<file path="config.mk">
export PLATFORM = sky130hd
export DESIGN_NAME = debounce_filter
export DESIGN_NICKNAME = d
export VERILOG_FILES = /design/src/rtl/debounce_pkg.sv /design/src/rtl/sync_chain.sv /design/src/rtl/debounce_filter.sv
export SDC_FILE = /design/constraint.sdc
export NUM_CORES = 1
export LEC_CHECK = 0
export BUFFER_PORTS_ARGS = -buffer_cell sky130_fd_sc_hd__buf_2
export CORE_MARGIN = 8
export CORE_UTILIZATION = 40
export CTS_BUF_LIST = sky130_fd_sc_hd__clkbuf_16
export CTS_CLUSTER_SIZE = 16
export DETAILED_ROUTE_END_ITERATION = 8
export MAX_ROUTING_LAYER = met4
export SLEW_MARGIN = 0
export SYNTH_ARGS = -nofsm -noshare
export SYNTH_HDL_FRONTEND = slang
export SYNTH_HIERARCHICAL = 1
export SYNTH_SLANG_ARGS = --single-unit
</file>
<file path="constraint.sdc">
create_clock -name clk -period 2.3 [get_ports clk]
set_input_delay 0.575 -clock clk [delete_from_list [all_inputs] [get_ports clk]]
set_output_delay 0.575 -clock clk [all_outputs]
set_load 0.02 [all_outputs]
</file>
<file path="src/rtl/debounce_pkg.sv">
// ============================================================================
// debounce_pkg : shared state encoding and sizing helper for debounce_filter
// Revision     : 1.0
// ============================================================================
`default_nettype none

package debounce_pkg;

    typedef enum logic [1:0] {
        STABLE_LO = 2'd0,
        PEND_HI   = 2'd1,
        STABLE_HI = 2'd2,
        PEND_LO   = 2'd3
    } deb_state_t;

    // Bits needed to hold values 0..n
    function automatic int cnt_width(input int n);
        return $clog2(n + 1);
    endfunction

endpackage

`default_nettype wire

</file>
<file path="src/rtl/sync_chain.sv">
// ============================================================================
// sync_chain : plain flop shift chain bringing an asynchronous bit into clk
// Revision   : 1.0
// ============================================================================
`default_nettype none

module sync_chain #(
    parameter int   STAGES      = 2,
    parameter logic RESET_LEVEL = 1'b0
) (
    input  logic clk,
    input  logic rst,
    input  logic d,
    output logic q
);

    logic [STAGES-1:0] r_chain;

    always_ff @(posedge clk) begin
        if (rst) begin
            r_chain <= {STAGES{RESET_LEVEL}};
        end else begin
            r_chain <= {r_chain[STAGES-2:0], d};
        end
    end

    assign q = r_chain[STAGES-1];

endmodule

`default_nettype wire

</file>
<file path="src/rtl/debounce_filter.sv">
// ============================================================================
// debounce_filter : synchronise, debounce and strobe a raw 1-bit input;
//                   aborted level changes are flagged and counted.
// Revision        : 1.0
// ============================================================================
`default_nettype none

module debounce_filter
    import debounce_pkg::*;
#(
    parameter int   SYNC_STAGES   = 2,
    parameter int   STABLE_CYCLES = 4,
    parameter int   GLITCH_W      = 8,
    parameter logic RESET_LEVEL   = 1'b0
) (
    input  logic                clk,
    input  logic                rst,
    input  logic                a_raw,
    input  logic                glitch_clr,
    output logic                a_clean,
    output logic                rise,
    output logic                fall,
    output logic                glitch,
    output logic [GLITCH_W-1:0] glitch_cnt,
    output logic                busy
);

    localparam int                  CNT_W         = cnt_width(STABLE_CYCLES);
    localparam logic [CNT_W-1:0]    C_CNT_LAST    = CNT_W'(STABLE_CYCLES - 1);
    localparam logic [CNT_W-1:0]    C_CNT_ONE     = CNT_W'(1);
    localparam logic [GLITCH_W-1:0] C_GCNT_MAX    = '1;
    localparam deb_state_t          C_RESET_STATE = RESET_LEVEL ? STABLE_HI : STABLE_LO;

    logic                w_s;
    deb_state_t          r_state, w_state_nxt;
    logic [CNT_W-1:0]    r_cnt, w_cnt_nxt;
    logic                r_clean, w_clean_nxt;
    logic                r_rise, w_rise_nxt;
    logic                r_fall, w_fall_nxt;
    logic                r_glitch, w_glitch_nxt;
    logic [GLITCH_W-1:0] r_gcnt;

    sync_chain #(
        .STAGES      (SYNC_STAGES),
        .RESET_LEVEL (RESET_LEVEL)
    ) u_sync (
        .clk (clk),
        .rst (rst),
        .d   (a_raw),
        .q   (w_s)
    );

    always_ff @(posedge clk) begin
        if (rst) begin
            r_state  <= C_RESET_STATE;
            r_cnt    <= '0;
            r_clean  <= RESET_LEVEL;
            r_rise   <= 1'b0;
            r_fall   <= 1'b0;
            r_glitch <= 1'b0;
        end else begin
            r_state  <= w_state_nxt;
            r_cnt    <= w_cnt_nxt;
            r_clean  <= w_clean_nxt;
            r_rise   <= w_rise_nxt;
            r_fall   <= w_fall_nxt;
            r_glitch <= w_glitch_nxt;
        end
    end

    always_comb begin
        w_state_nxt  = r_state;
        w_cnt_nxt    = r_cnt;
        w_clean_nxt  = r_clean;
        w_rise_nxt   = 1'b0;
        w_fall_nxt   = 1'b0;
        w_glitch_nxt = 1'b0;
        case (r_state)
            STABLE_LO: begin
                if (w_s) begin
                    // A one-cycle qualification window commits immediately
                    if (STABLE_CYCLES == 1) begin
                        w_state_nxt = STABLE_HI;
                        w_clean_nxt = 1'b1;
                        w_rise_nxt  = 1'b1;
                        w_cnt_nxt   = '0;
                    end else begin
                        w_state_nxt = PEND_HI;
                        w_cnt_nxt   = C_CNT_ONE;
                    end
                end
            end
            STABLE_HI: begin
                if (!w_s) begin
                    if (STABLE_CYCLES == 1) begin
                        w_state_nxt = STABLE_LO;
                        w_clean_nxt = 1'b0;
                        w_fall_nxt  = 1'b1;
                        w_cnt_nxt   = '0;
                    end else begin
                        w_state_nxt = PEND_LO;
                        w_cnt_nxt   = C_CNT_ONE;
                    end
                end
            end
            PEND_HI: begin
                if (w_s) begin
                    if (r_cnt == C_CNT_LAST) begin
                        w_state_nxt = STABLE_HI;
                        w_clean_nxt = 1'b1;
                        w_rise_nxt  = 1'b1;
                        w_cnt_nxt   = '0;
                    end else begin
                        w_cnt_nxt = r_cnt + C_CNT_ONE;
                    end
                end else begin
                    w_state_nxt  = STABLE_LO;
                    w_glitch_nxt = 1'b1;
                    w_cnt_nxt    = '0;
                end
            end
            PEND_LO: begin
                if (!w_s) begin
                    if (r_cnt == C_CNT_LAST) begin
                        w_state_nxt = STABLE_LO;
                        w_clean_nxt = 1'b0;
                        w_fall_nxt  = 1'b1;
                        w_cnt_nxt   = '0;
                    end else begin
                        w_cnt_nxt = r_cnt + C_CNT_ONE;
                    end
                end else begin
                    w_state_nxt  = STABLE_HI;
                    w_glitch_nxt = 1'b1;
                    w_cnt_nxt    = '0;
                end
            end
            default: begin
                w_state_nxt = C_RESET_STATE;
                w_cnt_nxt   = '0;
            end
        endcase
    end

    // Counter steps on the same edge the glitch strobe is raised; clear wins
    always_ff @(posedge clk) begin
        if (rst || glitch_clr) begin
            r_gcnt <= '0;
        end else if (w_glitch_nxt && (r_gcnt != C_GCNT_MAX)) begin
            r_gcnt <= r_gcnt + 1'b1;
        end
    end

    assign a_clean    = r_clean;
    assign rise       = r_rise;
    assign fall       = r_fall;
    assign glitch     = r_glitch;
    assign glitch_cnt = r_gcnt;
    assign busy       = (r_state == PEND_HI) || (r_state == PEND_LO);

endmodule

`default_nettype wire
</file>
==> impl_metrics.json <==
{
  "arrival_ps": 990,
  "vias": 677,
  "synth-xor-area-share_pct": 4.07,
  "synth_common_cells": "dfxtp_1, nor2_1, nand2_1",
  "outcome": "finished clean",
  "setup_violations": 0,
  "viasPerCell": 5.01,
  "p_seq_share_pct": 47.5,
  "cts_inserted_buffers": 3,
  "htreeDepth": 1,
  "critical_path.max_stage_delay_ps": 510,
  "clk_pin_slew_ps": 50,
  "slew_violations": 0,
  "rsz0062_at_grt": "no",
  "grt-ovfl-total": 0,
  "final_area_um2": 1000,
  "nets": 115,
  "synth.area.top_cells": "dfxtp_1, nor2_1, nand3_1, nand2_1, ha_1",
  "grt_pass1_wl_um": 2880,
  "grt_max_degree": 15,
  "cp_max_fo": 11,
  "port_buffers": 16,
  "dp_worst_setup_slack_ps": 810,
  "ctsResizeCount": 0,
  "p_leak_nw": 0.432,
  "grt.total_usage_pct": 10.3,
  "cts_tree": "done",
  "hold_ws_ps": 437,
  "core_area_mm2": 0.00196,
  "ioPinCount": 17,
  "tns_ps": 0,
  "antenna_found_initial": 0,
  "drtPass1Iterations": 4,
  "clkPwrFrac_pct": 48.2,
  "yosys_warnings": 6,
  "synth_top_area_share_pct": 45.8,
  "ys_types": 35,
  "place_congestion": 0.821,
  "synthSimpleGateAreaFrac_pct": 27.9,
  "clockRootBuffer": "clkbuf_16",
  "swShare_pct": 19.2,
  "yosys.area.top_type": "dfxtp_1",
  "fin_ws_ps": 731,
  "post-route-drc-count": 0,
  "placed_area_um2": 921,
  "power_switching_uw": 137,
  "hold_path.class": "reg -> reg",
  "avgRoutedWirePerCell_um": 12.3,
  "clock_skew_ps": 3.00,
  "critPathBufInv": 1,
  "synth.mux.area_fraction_pct": 2.41,
  "synth_edf_count": 0,
  "clock.fmax_mhz": 637,
  "layout_worst_path_cycle_share_pct": 68.2,
  "die_h_um": 61.6,
  "synth_compound_area_share_pct": 13.1,
  "synthFlopType": "dfxtp_1",
  "cts_hold_buffers": 0,
  "critical_path_class": "reg -> out",
  "required_ps": 1730,
  "rows": 16,
  "wirelength_um": 1660,
  "ys_seq_elements": 19,
  "hpwl_um": 1210,
  "post_cts_buffers": 0,
  "maxCapViolations": 0,
  "ir_worst_vdd_v": 0.000531,
  "yosysMostFrequentCell": "dfxtp_1",
  "start_kind": "flip-flop",
  "syn_area_per_cell_um2": 9.03,
  "cp-end-kind": "output pin",
  "syn_inst": 92,
  "die_x_um": 61.6,
  "drive_gt1_share_pct": 21.3,
  "drt_iter0_drc": 7,
  "die_area_mm2": 0.00379,
  "final_hold_viol_count": 0,
  "diodes": 0,
  "finalCriticalPeriod_ps": 1570,
  "clock-sinks": 19,
  "synth_area_um2": 831,
  "synth-async-reset-ratio_pct": 0,
  "synth_top_family_by_area": "simple AND/OR/NAND/NOR gates",
  "combPwrFrac_pct": 4.2,
  "power.internal_uw": 577,
  "tightest_slew_ps": 425,
  "p_per_area_mw_per_mm2": 715,
  "slew_headroom_pct": 71.4,
  "grt_pass1_vias": 659,
  "synth_fp_nets": 98,
  "synthAdderAreaFrac_pct": 3.01,
  "worstPathCellList": "buf_2",
  "ys_seq_area_share_pct": 45.8,
  "area.growth.synth_to_final_pct": 20.3,
  "clk_latency_ps": 250,
  "timing.reg2reg.setup_slack_ps": 780,
  "cts_buffer_depth": 2,
  "initial_core_util_pct": 42.3,
  "crit_slowest_cell": "dfxtp_1",
  "crit_family": "flip-flops",
  "drt.antenna.violating_nets": 0
}
## per-layer routing
layer,vias to the layer above,global-route usage (%),wire (um)
met3,2,2.92,75
met4,0,4.22,10
met2,15,14.6,668
met5,-,-,0
met1,301,13.2,905
li1,359,-,-
## logic make-up after synthesis
kind of cell / count (synthesis)
buffers and inverters: 6
AO/OA/AOI/OAI: 16
adder cells (fa/ha/maj): 2
AND/OR/NAND/NOR: 44
flip-flops: 19
XOR/XNOR: 3
multiplexers: 2
## cells in the final DEF (no fill, tap or decap), drive strengths merged, types with 2 or more instances in the layout
master  synthesis  layout
mux2i           2       2
nor2           10      10
buf             2      16
nor4b           2       2
nor3            4       4
a21oi           4       4
nand2           9       9
nand4           2       2
dfxtp          19      19
xor2            2       2
inv             2       3
ha              2       2
a31oi           2       2
nand3           7       7
nor2b           3       3
clkbuf          2       3
o21ai           3       3
## cell type report
type / instances / area (um^2)
fill: 206 / 962
multi-input combinational: 67 / 419
sequential: 19 / 380
timing repair buffer: 16 / 80.1
clock buffer: 3 / 75.1
tap: 27 / 33.8
inverter: 2 / 7.51
clock inverter: 1 / 3.75
## path summary, 6_finish.rpt
check	from	to	cells past startpoint
worst min register to register	u_sync/r_chain[0]$_SDFF_PP0_	u_sync/r_chain[1]$_SDFF_PP0_	1
worst max register to register	glitch_cnt[0]$_SDFFE_PP0P_	glitch_cnt[6]$_SDFFE_PP0P_	5
worst min-delay path	u_sync/r_chain[0]$_SDFF_PP0_	u_sync/r_chain[1]$_SDFF_PP0_	1
worst max-delay path	r_state[0]$_SDFFE_PP0P_	busy	1
## stage by stage
| step | utilization [%] | power, mW | std cells |
|---|---|---|---|
| 5_1_grt | 51.0 | 0.742 | 135 |
| 3_5_place_dp | 46.9 | 0.377 | 131 |
| 6_report | 51.0 | 0.715 | 135 |
| 2_1_floorplan | - | 0.369 | 92 |
| 4_1_cts | 51.0 | 0.721 | 135 |
| 3_3_place_gp | 46.9 | 0.377 | 131 |
## flip-flops by register name, summed over array words and instances, names as in the netlist, named ones only
name / cells
r_state: 1
r_cnt: 3
glitch_cnt: 8
a_clean: 1
rise: 1
glitch: 1
u_sync/r_chain: 2
fall: 1
## power by group through the flow
stage | registers [mW] | clock network (mW) | logic, mW
after floorplan | 0.347 | 0 | 0.0223
after global placement | 0.347 | 0 | 0.0300
after detailed placement | 0.347 | 0 | 0.0303
after CTS | 0.340 | 0.351 | 0.0305
after global routing | 0.340 | 0.367 | 0.0353
final | 0.340 | 0.345 | 0.0303
Note: power is estimated with default switching activity, not from simulation.
